<file path="config.mk">
export PLATFORM = sky130hd
export DESIGN_NAME = instr_fetch_unit
export DESIGN_NICKNAME = d
export VERILOG_FILES = /design/src/rtl/rv_fetch_pkg.sv /design/src/rtl/fetch_fifo.sv /design/src/rtl/instr_fetch_unit.sv
export SDC_FILE = /design/constraint.sdc
export NUM_CORES = 1
export LEC_CHECK = 0
export CAP_MARGIN = 20
export CORE_ASPECT_RATIO = 1.4
export CORE_MARGIN = 5
export CORE_UTILIZATION = 37
export CTS_CLUSTER_SIZE = 28
export DETAILED_ROUTE_END_ITERATION = 10
export DONT_BUFFER_PORTS = 1
export GPL_TIMING_DRIVEN = 0
export PLACE_DENSITY = 0.47
export SLEW_MARGIN = 25
export SYNTH_ARGS = -nofsm -noshare
export SYNTH_HDL_FRONTEND = slang
export SYNTH_SLANG_ARGS = --single-unit
</file>
<file path="constraint.sdc">
create_clock -name clk -period 12.1 [get_ports clk]
set_input_delay 0.605 -clock clk [delete_from_list [all_inputs] [get_ports clk]]
set_output_delay 0.605 -clock clk [all_outputs]
set_load 0.02 [all_outputs]
</file>
<file path="src/rtl/rv_fetch_pkg.sv">
// rv_fetch_pkg: shared widths, fetch-queue entry type and fetch constants.
package rv_fetch_pkg;
  localparam int XLEN = 64;
  localparam int ILEN = 32;
  typedef struct packed {
    logic [XLEN-1:0] pc;
    logic [ILEN-1:0] instr;
  } fetch_entry_t;
  localparam logic [ILEN-1:0] NOP_INSTR = 32'h00000013;
  localparam logic [XLEN-1:0] PC_STEP = 64'd4;
endpackage

</file>
<file path="src/rtl/fetch_fifo.sv">
// fetch_fifo: sync FIFO of fetch entries with flush; head reads as zero when empty.
module fetch_fifo
  import rv_fetch_pkg::*;
#(
  parameter int DEPTH = 2
) (
  input  logic         clk,
  input  logic         rst,
  input  logic         push,
  input  logic         pop,
  input  logic         flush,
  input  fetch_entry_t din,
  output fetch_entry_t dout,
  output logic         full,
  output logic         empty
);
  localparam int AW = $clog2(DEPTH);
  fetch_entry_t mem [DEPTH];
  logic [AW-1:0] rd_ptr, wr_ptr;
  logic [AW:0] count;
  logic do_push, do_pop;
  assign full = count == (AW+1)'(DEPTH);
  assign empty = count == '0;
  assign do_pop = pop && !flush && !empty;
  assign do_push = push && !flush && (!full || do_pop);
  assign dout = empty ? '0 : mem[rd_ptr];
  always_ff @(posedge clk or posedge rst) begin
    if (rst) begin
      rd_ptr <= '0;
      wr_ptr <= '0;
      count <= '0;
    end else if (flush) begin
      rd_ptr <= wr_ptr;
      count <= '0;
    end else begin
      if (do_push) wr_ptr <= wr_ptr + AW'(1);
      if (do_pop) rd_ptr <= rd_ptr + AW'(1);
      count <= count + (AW+1)'(do_push) - (AW+1)'(do_pop);
    end
  end
  always_ff @(posedge clk) begin
    if (do_push) mem[wr_ptr] <= din;
  end
endmodule

</file>
<file path="src/rtl/instr_fetch_unit.sv">
// instr_fetch_unit: PC owner feeding decode through a small fetch queue with redirect and range fault.
module instr_fetch_unit
  import rv_fetch_pkg::*;
#(
  parameter logic [63:0] RESET_PC  = 64'h0,
  parameter int          FQ_DEPTH  = 2,
  parameter int          MEM_WORDS = 128
) (
  input  logic        clk,
  input  logic        rst,
  output logic [63:0] imem_pc,
  input  logic [31:0] imem_instr,
  output logic        if_valid,
  output logic [63:0] if_pc,
  output logic [31:0] if_instr,
  input  logic        id_ready,
  input  logic        redirect_valid,
  input  logic [63:0] redirect_pc,
  output logic        if_fault
);
  logic [63:0] pc_q;
  logic fault_q, fq_full, fq_empty, pop, can_push, oob, push;
  fetch_entry_t head;
  assign imem_pc = pc_q;
  assign if_fault = fault_q;
  assign if_valid = !fq_empty;
  assign if_pc = head.pc;
  assign if_instr = head.instr;
  assign pop = if_valid && id_ready;
  assign can_push = !fq_full || pop;
  assign oob = (pc_q >> 2) >= 64'(MEM_WORDS);
  assign push = !redirect_valid && !fault_q && can_push && !oob;
  fetch_fifo #(.DEPTH(FQ_DEPTH)) u_fifo (
    .clk   (clk),
    .rst   (rst),
    .push  (push),
    .pop   (pop),
    .flush (redirect_valid),
    .din   ('{pc: pc_q, instr: imem_instr}),
    .dout  (head),
    .full  (fq_full),
    .empty (fq_empty)
  );
  // A fault only latches when a push was actually due, so a blocked queue never faults early.
  always_ff @(posedge clk or posedge rst) begin
    if (rst) begin
      pc_q <= RESET_PC;
      fault_q <= 1'b0;
    end else if (redirect_valid) begin
      pc_q <= {redirect_pc[63:2], 2'b00};
      fault_q <= 1'b0;
    end else if (push) begin
      pc_q <= pc_q + PC_STEP;
    end else if (!fault_q && can_push && oob) begin
      fault_q <= 1'b1;
    end
  end
endmodule

</file>
# == Word-level counts from Yosys, hierarchy flattened ==
# Memories as Yosys holds them, arrays and structs flattened.
# Index checks and enable logic that the tools add are counted.
# classes
addsub,5
magnitude_cmp,1
n_eq_ne,2
muxes,11
bitwise,1
reduce_logical,23
# op_table
operator,count
$mux 64,2
$mux 96,1
$add 64x3->64 const B,1
$ge 62x8->1 const B,1
$logic_and 1x1->1,10
$mux 1,7
$reduce_bool 2->1,3
$logic_not 1->1,5
$reduce_and 2->1,2
$add 1x1->1 const B,2
$add 2x1->2,1
$eq 2x2->1 const B,1
$logic_not 2->1,1
$logic_or 1x1->1,2
$mux 2,1
$ne 2x2->1 const B,1
$sub 2x1->2,1
$not 1->1,1
# totals
regBits,69
ram_bits,192
in_bits,100
out_inout_bits,162
elab_cells,49
mem_count,1
# memory_table
name,words,width,read_ports,rd_ports_with_merged_regs,wr,line_no,source
u_fifo.mem,2,96,1,0,1,fetch_fifo.sv:18,fetch_entry_t mem [DEPTH];

# == Logic depth before layout (Yosys ltp) ==
# Gate-level depths: netlist (run 1).
# depth
ltp_word,11
depth_mapped,10
depth_no_buf,9

# == By module ==
# From an unflattened synthesis (run 1), not the netlist that was laid out.
# hier_totals
hier_cells,634
area_unflattened_um2,10223.6
# modules_own_cells
mod,instances,cells_per_inst,area_per_inst_um2,seq_area_each_um2
fetch_fifo,1,435,7502.2,5865.6
instr_fetch_unit,1,199,2721.4,1576.5

# == Worst setup path after synthesis (run 1) ==
# No wires, ideal clock.
# synth_path
kind,register -> register
start,register pc_q[60] (netlist: imem_pc[60])
end,memory u_fifo.mem[0][0] (netlist name) (enable)
setup_ps,777
arrival_ps,10379
required_time_ps,11323
path_slack_ps,943
stages_incl_launch_ff,6
path_buffers,1
synth_period_minus_slack_ps,11157
cell_sequence,dfrtp_1 nor4_1 nand4_1 a2111o_1 buf_2 nor4_1
# synth_via
elab_chain_cells,7
# synth_lines
element,line_no,source
start: declaration,instr_fetch_unit.sv:21,logic [63:0] pc_q;
start signal: assignment,instr_fetch_unit.sv:50,"pc_q <= {redirect_pc[63:2], 2'b00};"
start signal: assignment,instr_fetch_unit.sv:53,pc_q <= pc_q + PC_STEP;
$ge 62x8->1,instr_fetch_unit.sv:31,assign oob = (pc_q >> 2) >= 64'(MEM_WORDS);
$logic_not 1->1,instr_fetch_unit.sv:32,assign push = !redirect_valid && !fault_q && can_push && !oob;
$logic_and 1x1->1,instr_fetch_unit.sv:32,
$logic_and 1x1->1 (2 in a row),fetch_fifo.sv:25,assign do_push = push && !flush && (!full || do_pop);
$mux 1,fetch_fifo.sv:42,if (do_push) mem[wr_ptr] <= din;
$mux 1 (implied by the code),fetch_fifo.sv:42,
end: declaration,fetch_fifo.sv:18,
# Every way passes these cells.

# == Worst setup path after layout (run 1) ==
# layout_path
start,register pc_q[60] (netlist: imem_pc[60])
end,memory u_fifo.mem[0][3] (netlist name) (enable)
# The elaborated chain is that of the path after synthesis.

==> key figures, run 1 <==
Route
  – ANT nets after route: 0
  – Number of iterations in the first detailed-routing pass: 4
  – Routed wire length: 24,500 um
  – Starting DRT DRC Count: about 190
  – Post-detailed-route wirelength per cell: 22.8 um
  – Count of unresolved DRC violations after routing: 0
  – Number of vias after detailed routing: 5,411
  – Routed via count divided by cell count: 5.04

Clock network
  – Clock network latency to the later pin of the worst-skew pair: 0.52 ns
  – Clock net sink count: 255
  – Clock-pin slew of the registers on the worst-case setup and hold paths: 0.06 ns
  – H-tree level count: 1
  – Count of hold buffers inserted by post-cts repair: 1
  – Number of gates resized after cts: 0
  – Clock tree from TritonCTS: yes
  – Bufs on Longest Clock Path: 3
  – Cts bufs inserted: 26
  – Post-CTS Repair Setup Buffers: 0
  – CTS root buf: sky130_fd_sc_hd__clkbuf_16

Setup path
  – Number of buffer and inverter instances along the worst setup path: 6
  – CP max stage delay: 0.66 ns
  – Path type of the worst setup path: reg2reg
  – Slowest library cell on the worst path: sky130_fd_sc_hd__nor4_1
  – Required time worst endpoint: about 12 ns
  – Worst reg2reg path endpoint: u_fifo.mem[0][3]
  – Depth of the worst register-to-register path: 10
  – Most frequent cell on the critical path: sky130_fd_sc_hd__buf_2
  – CP Max Fanout: 10
  – Startpoint types: register
  – Crit path cell chain: nor4_1, nand4_1, a2111o_1, buf_2, nor4_2, buf_4, buf_2, buf_2, buf_2, buf_2
  – Critical Path Stages: 10
  – Critical Path Sink Type: register
  – Cell family contributing the most delay on the critical path: simple AND/OR/NAND/NOR gates
  – Arr. time, crit path: 4.41 ns
  – R2r startpoint: imem_pc[60]
  – Setup slack on the worst flop-to-flop path: 7.90 ns

Die
  – Die area: about 0.030 mm2
  – Die W: 149 um
  – Starting Density: 0.373
  – Die outline height: 204 um
  – Number of core rows: 71
  – I/O pin cnt: 262
  – Core footprint: 0.0267 mm2

Finish
  – Fraction of final layout cells with drive strength greater than 1: 0.187
  – Post-route cell area: 0.0115 mm2
  – Final #Nets: 790
  – Sequential cell area: 0.00732 mm2
  – Area grow syn2layout: 15.1%
  – Total area of multi-input combinational cells: 0.00250 mm2
  – Fillcell total: approximately 2,400

Power
  – IR Drop Worst-Case VDD: 0.117 mV
  – Cell leakage power: 4.16 nW
  – Total chip power: approximately 1.9 mW
  – Total power per unit cell area: approximately 160 mW/mm2

Synthesis
  – Avg Cell Area, Syn: roughly 16 um2
  – Cells after Synth: 633
  – Post-synth EDFFs: 188
  – Yosys warning count: 0
  – Number of different library cells in the post-synthesis netlist: 38
  – Leading register cell type out of synthesis: sky130_fd_sc_hd__edfxtp_1
  – Share of flip-flops with an asynchronous set or reset after synthesis: 0.263
  – Register bit count reported by yosys: between 200 and 300
  – Share of synthesized area occupied by flip-flops and latches: 0.733
  – Post-Syn Area: 0.00999 mm2

STA
  – Max-slew violation count: 0
  – Worst-case setup margin in the final layout: roughly 7.9 ns
  – Worst max-slew margin expressed relative to the limit: 0.357
  – Period Utilization, post-route: 0.347
  – Maximum clock frequency: 238 MHz
  – Number of hold violations in the final report: 0
  – Post-Route Skew: between 0.01 and 0.015 ns
  – Period minus WS final: 4.20 ns
  – Transition time at the pin with the least slew margin: around 0.96 ns
  – Setup repair after global routing missed its margin: false
  – Setup-violating endpoint count in the final report: 0

Worst hold path
  – Path class of the lowest-slack min-delay path: in2reg
  – Hold Startpoint: imem_instr[28]
  – Worst Hold Path EP: u_fifo.mem[0][28]
  – Worst hold path stage count: 0

Outcome
  – Outcome: complete, no violations

Flow run
  – Max-Cap Viols: 0

GRT
  – Initial antenna violation count: 3
  – Vias in the first global route: 5,857
  – Wire length of the first global-routing pass: roughly 37,000 um
  – Pin count of the biggest net entering global routing: 46
  – Global route total overflow: 0
  – Global routing usage summed across all routing layers: 0.158

Placed design
  – Pre-CTS setup slack: 7.77 ns
  – Routability congestion estimate: roughly 0.84
  – IO buf count: 0
  – Placed wire-length estimate: 18,200 um
  – Placed Instance Area: between 0.01 and 0.015 mm2
## report_power, final
group / internal, mW / leakage, nW / switching, mW
clock: 0.453 / 0.421 / 0.323
combinational: 0.0416 / 1.27 / 0.0433
sequential: 0.968 / 2.47 / 0.0667
## through the flow
step                 util  hold WS [ns]  setup TNS (ns)  cells
floorplan               -         0.476               0    636
global placement    0.391         0.499         -531.82   1001
detailed placement  0.398         0.480               0   1022
CTS                 0.430         0.152               0   1071
global route        0.430         0.143               0   1072
finish              0.430         0.176               0   1073
## area by class of cell
cell class              instances  area share
diodes                          2    0.000435
plain buffers                  34      0.0131
clock buffers                  35      0.0649
clock inverters                13     0.00816
inverters                       9     0.00316
multi-input cells             338       0.218
flip-flops and latches        255       0.637
well taps                     365      0.0397
repair buffers                 22      0.0161
## how the worst max path moves through the flow
stage	start	to	slack [ns]
after floorplan	imem_pc[60]	u_fifo.mem[0][0]	0.94
after global placement	imem_pc[60]	u_fifo.mem[0][75]	-5.66
after detailed placement	imem_pc[60]	u_fifo.mem[0][6]	7.77
after CTS	imem_pc[60]	u_fifo.mem[0][6]	7.76
after global routing	imem_pc[60]	u_fifo.mem[0][3]	7.50
final	imem_pc[60]	u_fifo.mem[0][3]	7.90
## kinds of logic (layout without fill, tap and decap cells)
logic type,Yosys count,after routing,share of synthesized area
flip-flops,255,255,0.733
adder cells (fa/ha/maj),4,4,0.00501
multiplexers,148,148,0.155
buffers and inverters,43,113,0.0184
XOR/XNOR,4,4,0.00351
AO/OA/AOI/OAI,18,18,0.0127
other,1,6,0.000375
AND/OR/NAND/NOR,160,160,0.0718
## synthesized netlist by cell type (all sizes together) (3+ instances only)
cell	instances	area [um2]
edfxtp	188	5650
nor2	103	387
mux2i	94	941
dfrtp	67	1680
mux2	54	608
buf	19	93.8
clkbuf	15	56.3
nor4	15	93.8
nand2	10	37.5
inv	8	30.0
nand3	7	35.0
nor3	7	46.3
o21ai	6	30.0
or3	5	31.3
a31oi	4	25.0
ha	4	50.1
nand4	4	25.0
nor2b	4	25.0
xor2	3	26.3
## per-layer routing
layer	vias up	track usage	wire [um]	part of all wire
li1	2450	-	-	-
met1	2681	0.174	8780	0.36
met2	236	0.279	12500	0.51
met3	42	0.0688	2710	0.11
met4	2	0.0396	444	0.018
met5	-	0	13	0.00053
## sequential cells by signal, summed over array words and instances, names as in the netlist
| register | flops |
|---|---|
| u_fifo.rd_ptr | 1 |
| if_fault | 1 |
| u_fifo.wr_ptr | 1 |
| u_fifo.mem | 188 |
| u_fifo.count | 2 |
| imem_pc | 62 |
## placed cells by master, fill, tap and decap left out, drive strengths merged, types with 2 or more instances in the layout
cell      n
dfrtp    67
clkinv   12
clkbuf   50
nor2    103
nand3     7
or3       5
a31oi     4
nand2    10
conb      4
xor2      3
mux2i    94
nor4     15
ha        4
nand4     4
nor2b     4
nor3      7
mux2     54
inv       9
o21ai     6
diode     2
edfxtp  188
buf      40
Power figures use the tool's default switching activity.
==> run 2: changes to the inputs <==
--- a/config.mk
+++ b/config.mk
@@ -13,7 +13,7 @@
 export DETAILED_ROUTE_END_ITERATION = 10
 export DONT_BUFFER_PORTS = 1
 export GPL_TIMING_DRIVEN = 0
-export PLACE_DENSITY = 0.47
+export PLACE_DENSITY = 0.49
 export SLEW_MARGIN = 25
 export SYNTH_ARGS = -nofsm -noshare
 export SYNTH_HDL_FRONTEND = slang
==> constraint.sdc (replaced) <==
create_clock -name clk -period 3.7 [get_ports clk]
set_input_delay 0.185 -clock clk [delete_from_list [all_inputs] [get_ports clk]]
set_output_delay 0.185 -clock clk [all_outputs]
set_load 0.02 [all_outputs]
==> key figures, run 2 (synthesis results as in run 1) <==
Outcome
  – Outcome: complete, no violations

STA
  – Period Utilization, post-route: 0.931
  – Setup TNS: 0 ns
  – Post-Route Skew: ~0.025 ns
  – Number of hold violations in the final report: 0
  – Setup repair after global routing missed its margin: false
  – Period minus WS final: 3.45 ns
  – Max-slew violation count: 0
  – Transition time at the pin with the least slew margin: 0.974 ns
  – Setup-violating endpoint count in the final report: 0
  – Maximum clock frequency: 290 MHz
  – Worst max-slew margin expressed relative to the limit: 0.351

Setup path
  – Setup slack on the worst flop-to-flop path: 0.25 ns
  – Startpoint types: register
  – Most frequent cell on the critical path: sky130_fd_sc_hd__buf_4
  – Depth of the worst register-to-register path: 8
  – Worst reg2reg path endpoint: u_fifo.mem[0][2]
  – Critical Path Sink Type: register
  – Cell family contributing the most delay on the critical path: simple AND/OR/NAND/NOR gates
  – Arr. time, crit path: 3.67 ns
  – Crit path cell chain: nor4_1, nand4_1, a2111o_1, buf_6, nor4_4, buf_4, buf_4, buf_4
  – Number of buffer and inverter instances along the worst setup path: 4
  – CP max stage delay: 0.64 ns
  – Required time worst endpoint: 3.93 ns
  – R2r startpoint: imem_pc[10]
  – CP Max Fanout: 10
  – Path type of the worst setup path: reg2reg
  – Slowest library cell on the worst path: sky130_fd_sc_hd__nor4_1

Die
  – Die W: about 150 um
  – Core footprint: 0.0267 mm2
  – Die outline height: 204 um
  – I/O pin cnt: around 260
  – Number of core rows: 71
  – Die area: 0.0304 mm2
  – Starting Density: 0.373

Placed design
  – IO buf count: 0
  – Placed wire-length estimate: ~18,000 um
  – Routability congestion estimate: 0.851

Route
  – Starting DRT DRC Count: approximately 190
  – ANT nets after route: 0
  – Number of vias after detailed routing: between 5,000 and 6,000
  – Routed via count divided by cell count: 4.96
  – Number of iterations in the first detailed-routing pass: 4
  – Count of unresolved DRC violations after routing: 0
  – Routed wire length: ~25,000 um
  – Post-detailed-route wirelength per cell: 21.5 um

Finish
  – Number of antenna repair diodes: 0
  – Fraction of final layout cells with drive strength greater than 1: 0.174
  – Max reg flops: 188
  – Utilization after layout: 0.466
  – Fillcell total: between 2,000 and 2,500
  – Top register by number of flip-flops: u_fifo.mem
  – Total area of multi-input combinational cells: 0.00252 mm2
  – Final #Nets: 876
  – Area grow syn2layout: 24.7%
  – Sequential cell area: 0.00734 mm2
  – Most frequent cells in the layout: sky130_fd_sc_hd__edfxtp_1 (188), sky130_fd_sc_hd__nor2_1 (103), sky130_fd_sc_hd__dlygate4sd3_1 (96), sky130_fd_sc_hd__mux2i_1 (94), sky130_fd_sc_hd__mux2_2 (54)
  – Most frequent standard cell in the layout excluding fill and tap cells: sky130_fd_sc_hd__edfxtp_1

Power
  – Total power per unit cell area: 506 mW/mm2
  – Net switching share of the total power: 0.225
  – Combinational share of power: 0.058
  – Internal power: 4.88 mW
  – Sequential Power Share: 0.538
  – Clock share of power: 0.404
  – Cell leakage power: 4.49 nW
  – IR Drop Worst-Case VDD: 0.314 mV
  – Total chip power: 6.30 mW
  – Switching power summed over all nets: 1.42 mW

GRT
  – Global routing usage summed across all routing layers: 0.157
  – Wire length of the first global-routing pass: ~37,000 um
  – Pin count of the biggest net entering global routing: 40
  – Initial antenna violation count: 0
  – Global route total overflow: 0
  – Vias in the first global route: 6,192

Clock network
  – Cts bufs inserted: 25
  – Clock net sink count: 255
  – Clock network latency to the later pin of the worst-skew pair: 0.53 ns
  – Clock tree from TritonCTS: yes
  – Clock-pin slew of the registers on the worst-case setup and hold paths: 0.06 ns
  – H-tree level count: 1
  – Bufs on Longest Clock Path: 3
  – CTS root buf: sky130_fd_sc_hd__clkbuf_16

Flow run
  – Max-Cap Viols: 0

Worst hold path
  – Path class of the lowest-slack min-delay path: in2async
-- run 2: cell count changes in the layout (fill, tap and decap cells not counted), sizes merged --
cell | before | now
buf | 40 | 32
bufinv | 1 | 2
clkbuf | 50 | 53
clkinv | 12 | 4
clkinvlp | 0 | 2
diode | 2 | 0
dlygate4sd3 | 1 | 96
-- run 2: how the worst max path moves through the flow --
stage | from | endpoint | slack (ns) | cells past startpoint
6_report | imem_pc[10] | u_fifo.mem[0][2] | 0.25 | 8
5_1_grt | imem_pc[11] | u_fifo.mem[0][3] | 0.009 | 8
4_1_cts | imem_pc[9] | u_fifo.mem[0][46] | 0.15 | 7
3_5_place_dp | imem_pc[10] | u_fifo.mem[0][2] | 0.16 | 8
3_3_place_gp | imem_pc[51] | u_fifo.mem[0][68] | -3.66 | 5
2_1_floorplan | imem_pc[51] | u_fifo.mem[0][0] | -1.25 | 5
-- run 2: layer usage --
metal	routed length, um	up-vias	share of wire	GRT usage
li1	-	2610	-	-
met1	9180	2861	0.37	0.173
met2	12900	227	0.52	0.290
met3	2210	37	0.089	0.0535
met4	515	0	0.021	0.0393
met5	0	-	0	0
-- run 2: power groups by stage --
stage	Sequential, mW	Clock, mW	Combinational, mW
after floorplan	3.39	0	0.226
after global placement	3.44	0	0.272
after detailed placement	3.45	0	0.282
after CTS	3.39	2.62	0.372
after global routing	3.40	2.75	0.398
final	3.39	2.55	0.365
-- run 2: area by class of cell --
| cell class | instances | area share |
|---|---|---|
| Sequential cell | 255 | 0.589 |
| Multi-Input combinational cell | 338 | 0.202 |
| Timing Repair Buffer | 109 | 0.0898 |
| Clock buffer | 38 | 0.0590 |
| Tap cell | 365 | 0.0367 |
| Buffer | 34 | 0.0126 |
| Clock inverter | 8 | 0.00793 |
| Inverter | 9 | 0.00291 |
-- run 2: repair_timing --
| action | 4_1_cts | 5_1_grt |
|---|---|---|
| hold buffers | 96 | 0 |
| resized for setup | 0 | 1 |
| endpoints found under the hold margin | 194 | 0 |
| buffers inserted | 0 | 0 |
| endpoints found under the setup margin | 0 | 10 |
-- run 2: through the flow --
stage / setup slack [ns] / instances / hold slack, ns / instance area [um2]
floorplan: -1.25 / 636 / 0.284 / 10000
global placement: -3.66 / 1001 / 0.284 / 10500
detailed placement: 0.155 / 1014 / 0.103 / 10700
CTS: 0.145 / 1156 / 0.116 / 12500
global route: 0.00889 / 1156 / 0.133 / 12500
finish: 0.254 / 1156 / 0.146 / 12500
==> run 3: changes to the inputs <==
--- a/config.mk
+++ b/config.mk
@@ -8,12 +8,12 @@
 export CAP_MARGIN = 20
 export CORE_ASPECT_RATIO = 1.4
 export CORE_MARGIN = 5
-export CORE_UTILIZATION = 37
+export CORE_UTILIZATION = 55
 export CTS_CLUSTER_SIZE = 28
 export DETAILED_ROUTE_END_ITERATION = 10
 export DONT_BUFFER_PORTS = 1
 export GPL_TIMING_DRIVEN = 0
-export PLACE_DENSITY = 0.49
+export PLACE_DENSITY = 0.69
 export SLEW_MARGIN = 25
 export SYNTH_ARGS = -nofsm -noshare
 export SYNTH_HDL_FRONTEND = slang
==> key figures, run 3 (synthesis results as in run 1) <==
Outcome
  – Outcome: complete, no violations

Flow run
  – Max-Cap Viols: 0

Finish
  – Number of antenna repair diodes: 0
  – Most frequent cells in the layout: sky130_fd_sc_hd__edfxtp_1 (188), sky130_fd_sc_hd__nor2_1 (103), sky130_fd_sc_hd__dlygate4sd3_1 (96), sky130_fd_sc_hd__mux2i_1 (94), sky130_fd_sc_hd__mux2_2 (54)
  – Post-route cell area: about 0.012 mm2
  – Most frequent standard cell in the layout excluding fill and tap cells: sky130_fd_sc_hd__edfxtp_1
  – Utilization after layout: 0.680
  – Max reg flops: roughly 190
  – Area grow syn2layout: 22.1%
  – Post-route insts no fill: 1,029
  – Fraction of final layout cells with drive strength greater than 1: 0.162
  – Top register by number of flip-flops: u_fifo.mem
  – Final #Nets: slightly below 900

Setup path
  – Arr. time, crit path: roughly 3.6 ns
  – CP Max Fanout: 13
  – Depth of the worst register-to-register path: 7
  – Setup slack on the worst flop-to-flop path: 0.27 ns
  – Path type of the worst setup path: reg2reg
  – Capturing instance or port of the critical path: u_fifo.mem[0][14]
  – Critical Path Sink Type: register
  – Startpoint types: register
  – Source of the critical timing path: imem_pc[51]
  – Worst reg2reg path endpoint: u_fifo.mem[0][14]
  – R2r startpoint: imem_pc[51]
  – Required time worst endpoint: 3.91 ns

Power
  – IR Drop Worst-Case VDD: 0.645 mV
  – Total chip power: just over 6 mW
  – Total power per unit cell area: 498 mW/mm2
  – Cell leakage power: 4.44 nW

STA
  – Setup-violating endpoint count in the final report: 0
  – Worst-case setup margin in the final layout: 0.269 ns
  – Hold_ws: 0.0925 ns
  – Maximum clock frequency: between 200 and 300 MHz
  – Setup TNS: 0 ns
  – Max-slew violation count: 0
  – Transition time at the pin with the least slew margin: 0.924 ns
  – Period Utilization, post-route: 0.927
  – Number of hold violations in the final report: 0
  – Setup repair after global routing missed its margin: false
  – Worst max-slew margin expressed relative to the limit: 0.384
  – Period minus WS final: 3.43 ns
  – Post-Route Skew: 0.0117 ns

Route
  – DR top layer: met4
  – ANT nets after route: 0
  – Number of iterations in the first detailed-routing pass: 4
  – Count of unresolved DRC violations after routing: 0
  – Wire length on met2: 12,300 um
  – Met1 routed wirelength after detailed routing: 8360 um
  – Routed wire length: 23,500 um
  – Starting DRT DRC Count: 299
  – Routed via count divided by cell count: about 5.7
  – Met3 Wirelength: approximately 2200 um
  – Post-detailed-route wirelength per cell: 22.8 um
  – Number of vias after detailed routing: between 5,000 and 6,000

Placed design
  – Routability congestion estimate: slightly below 0.9
  – Placed wire-length estimate: 16,200 um
  – Number of placed instances, taps included: approximately 890
  – Pre-CTS setup slack: 0.197 ns
  – Placed Instance Area: around 0.010 mm2
  – IO buf count: 0

Die
  – I/O pin cnt: 262
  – Die outline height: 169 um
  – Die area: between 0.02 and 0.025 mm2
  – Number of core rows: 58
  – Core footprint: roughly 0.018 mm2
  – Starting Density: 0.557
  – Die W: between 100 and 150 um

Clock network
  – Clock network latency to the later pin of the worst-skew pair: 0.51 ns
  – Bufs on Longest Clock Path: 3
  – H-tree level count: 1
  – Cts bufs inserted: 24
  – Clock tree from TritonCTS: yes
  – Post-CTS Repair Setup Buffers: 0
  – Clock net sink count: 255
  – Clock-pin slew of the registers on the worst-case setup and hold paths: 0.06 ns
  – Number of gates resized after cts: 0
  – CTS root buf: sky130_fd_sc_hd__clkbuf_16

GRT
  – Vias in the first global route: roughly 6,300
  – Wire length of the first global-routing pass: 34,900 um
  – Pin count of the biggest net entering global routing: 52
  – Initial antenna violation count: 0
  – Global route total overflow: 0
  – Global routing usage summed across all routing layers: 0.217

Worst hold path
  – Path class of the lowest-slack min-delay path: in2async
run 3: cell types whose count changed in the layout (fill, tap and decap cells not counted), sizes merged:
cell	change
bufinv	-1
clkinvlp	-1
inv	-1
clkbuf	+1
run 3: worst min-delay path by stage:
stage / startpoint / to / slack (ns) / cells after the start
6_report: rst / imem_pc[43] / 0.09 / 2
5_1_grt: rst / imem_pc[12] / 0.11 / 2
4_1_cts: rst / imem_pc[12] / 0.08 / 2
3_5_place_dp: rst / imem_pc[44] / 0.02 / 1
3_3_place_gp: imem_instr[3] / u_fifo.mem[0][3] / 0.28 / 0
2_1_floorplan: imem_instr[0] / u_fifo.mem[0][0] / 0.28 / 0
run 3: layout make-up:
type,count,area (um2)
inverters,9,36.3
repair buffers,109,1110
multi-input cells,338,2510
flip-flops and latches,255,7340
well taps,240,300
plain buffers,34,156
clock buffers,39,688
fillers,1220,5730
clock inverters,5,51.3
run 3: critical path: stages, from the launching register on:
cell and delay (ns):
sky130_fd_sc_hd__dfrtp_2 0.48, sky130_fd_sc_hd__nor4_1 0.46, sky130_fd_sc_hd__nand4_1 0.33, sky130_fd_sc_hd__a2111o_1 0.50, sky130_fd_sc_hd__buf_6 0.18, sky130_fd_sc_hd__nor4_4 0.60
sky130_fd_sc_hd__buf_4 0.33, sky130_fd_sc_hd__buf_4 0.23
run 3: timing repair:
item | 4_1_cts | 5_1_grt
hold buffers | 96 | 0
hold endpoints to repair | 194 | 0
setup endpoints to repair | 0 | 0
run 3: per-layer routing:
layer  track usage  vias to the layer above
met2         0.385                      258
met5             0                        -
met1         0.252                     2923
met3        0.0647                       39
li1              -                     2606
met4        0.0646                        0
run 3: power breakdown:
group	total, mW	switching [mW]	internal, mW
Clock	2.32	0.981	1.34
Sequential	3.38	0.213	3.17
Combinational	0.368	0.165	0.203
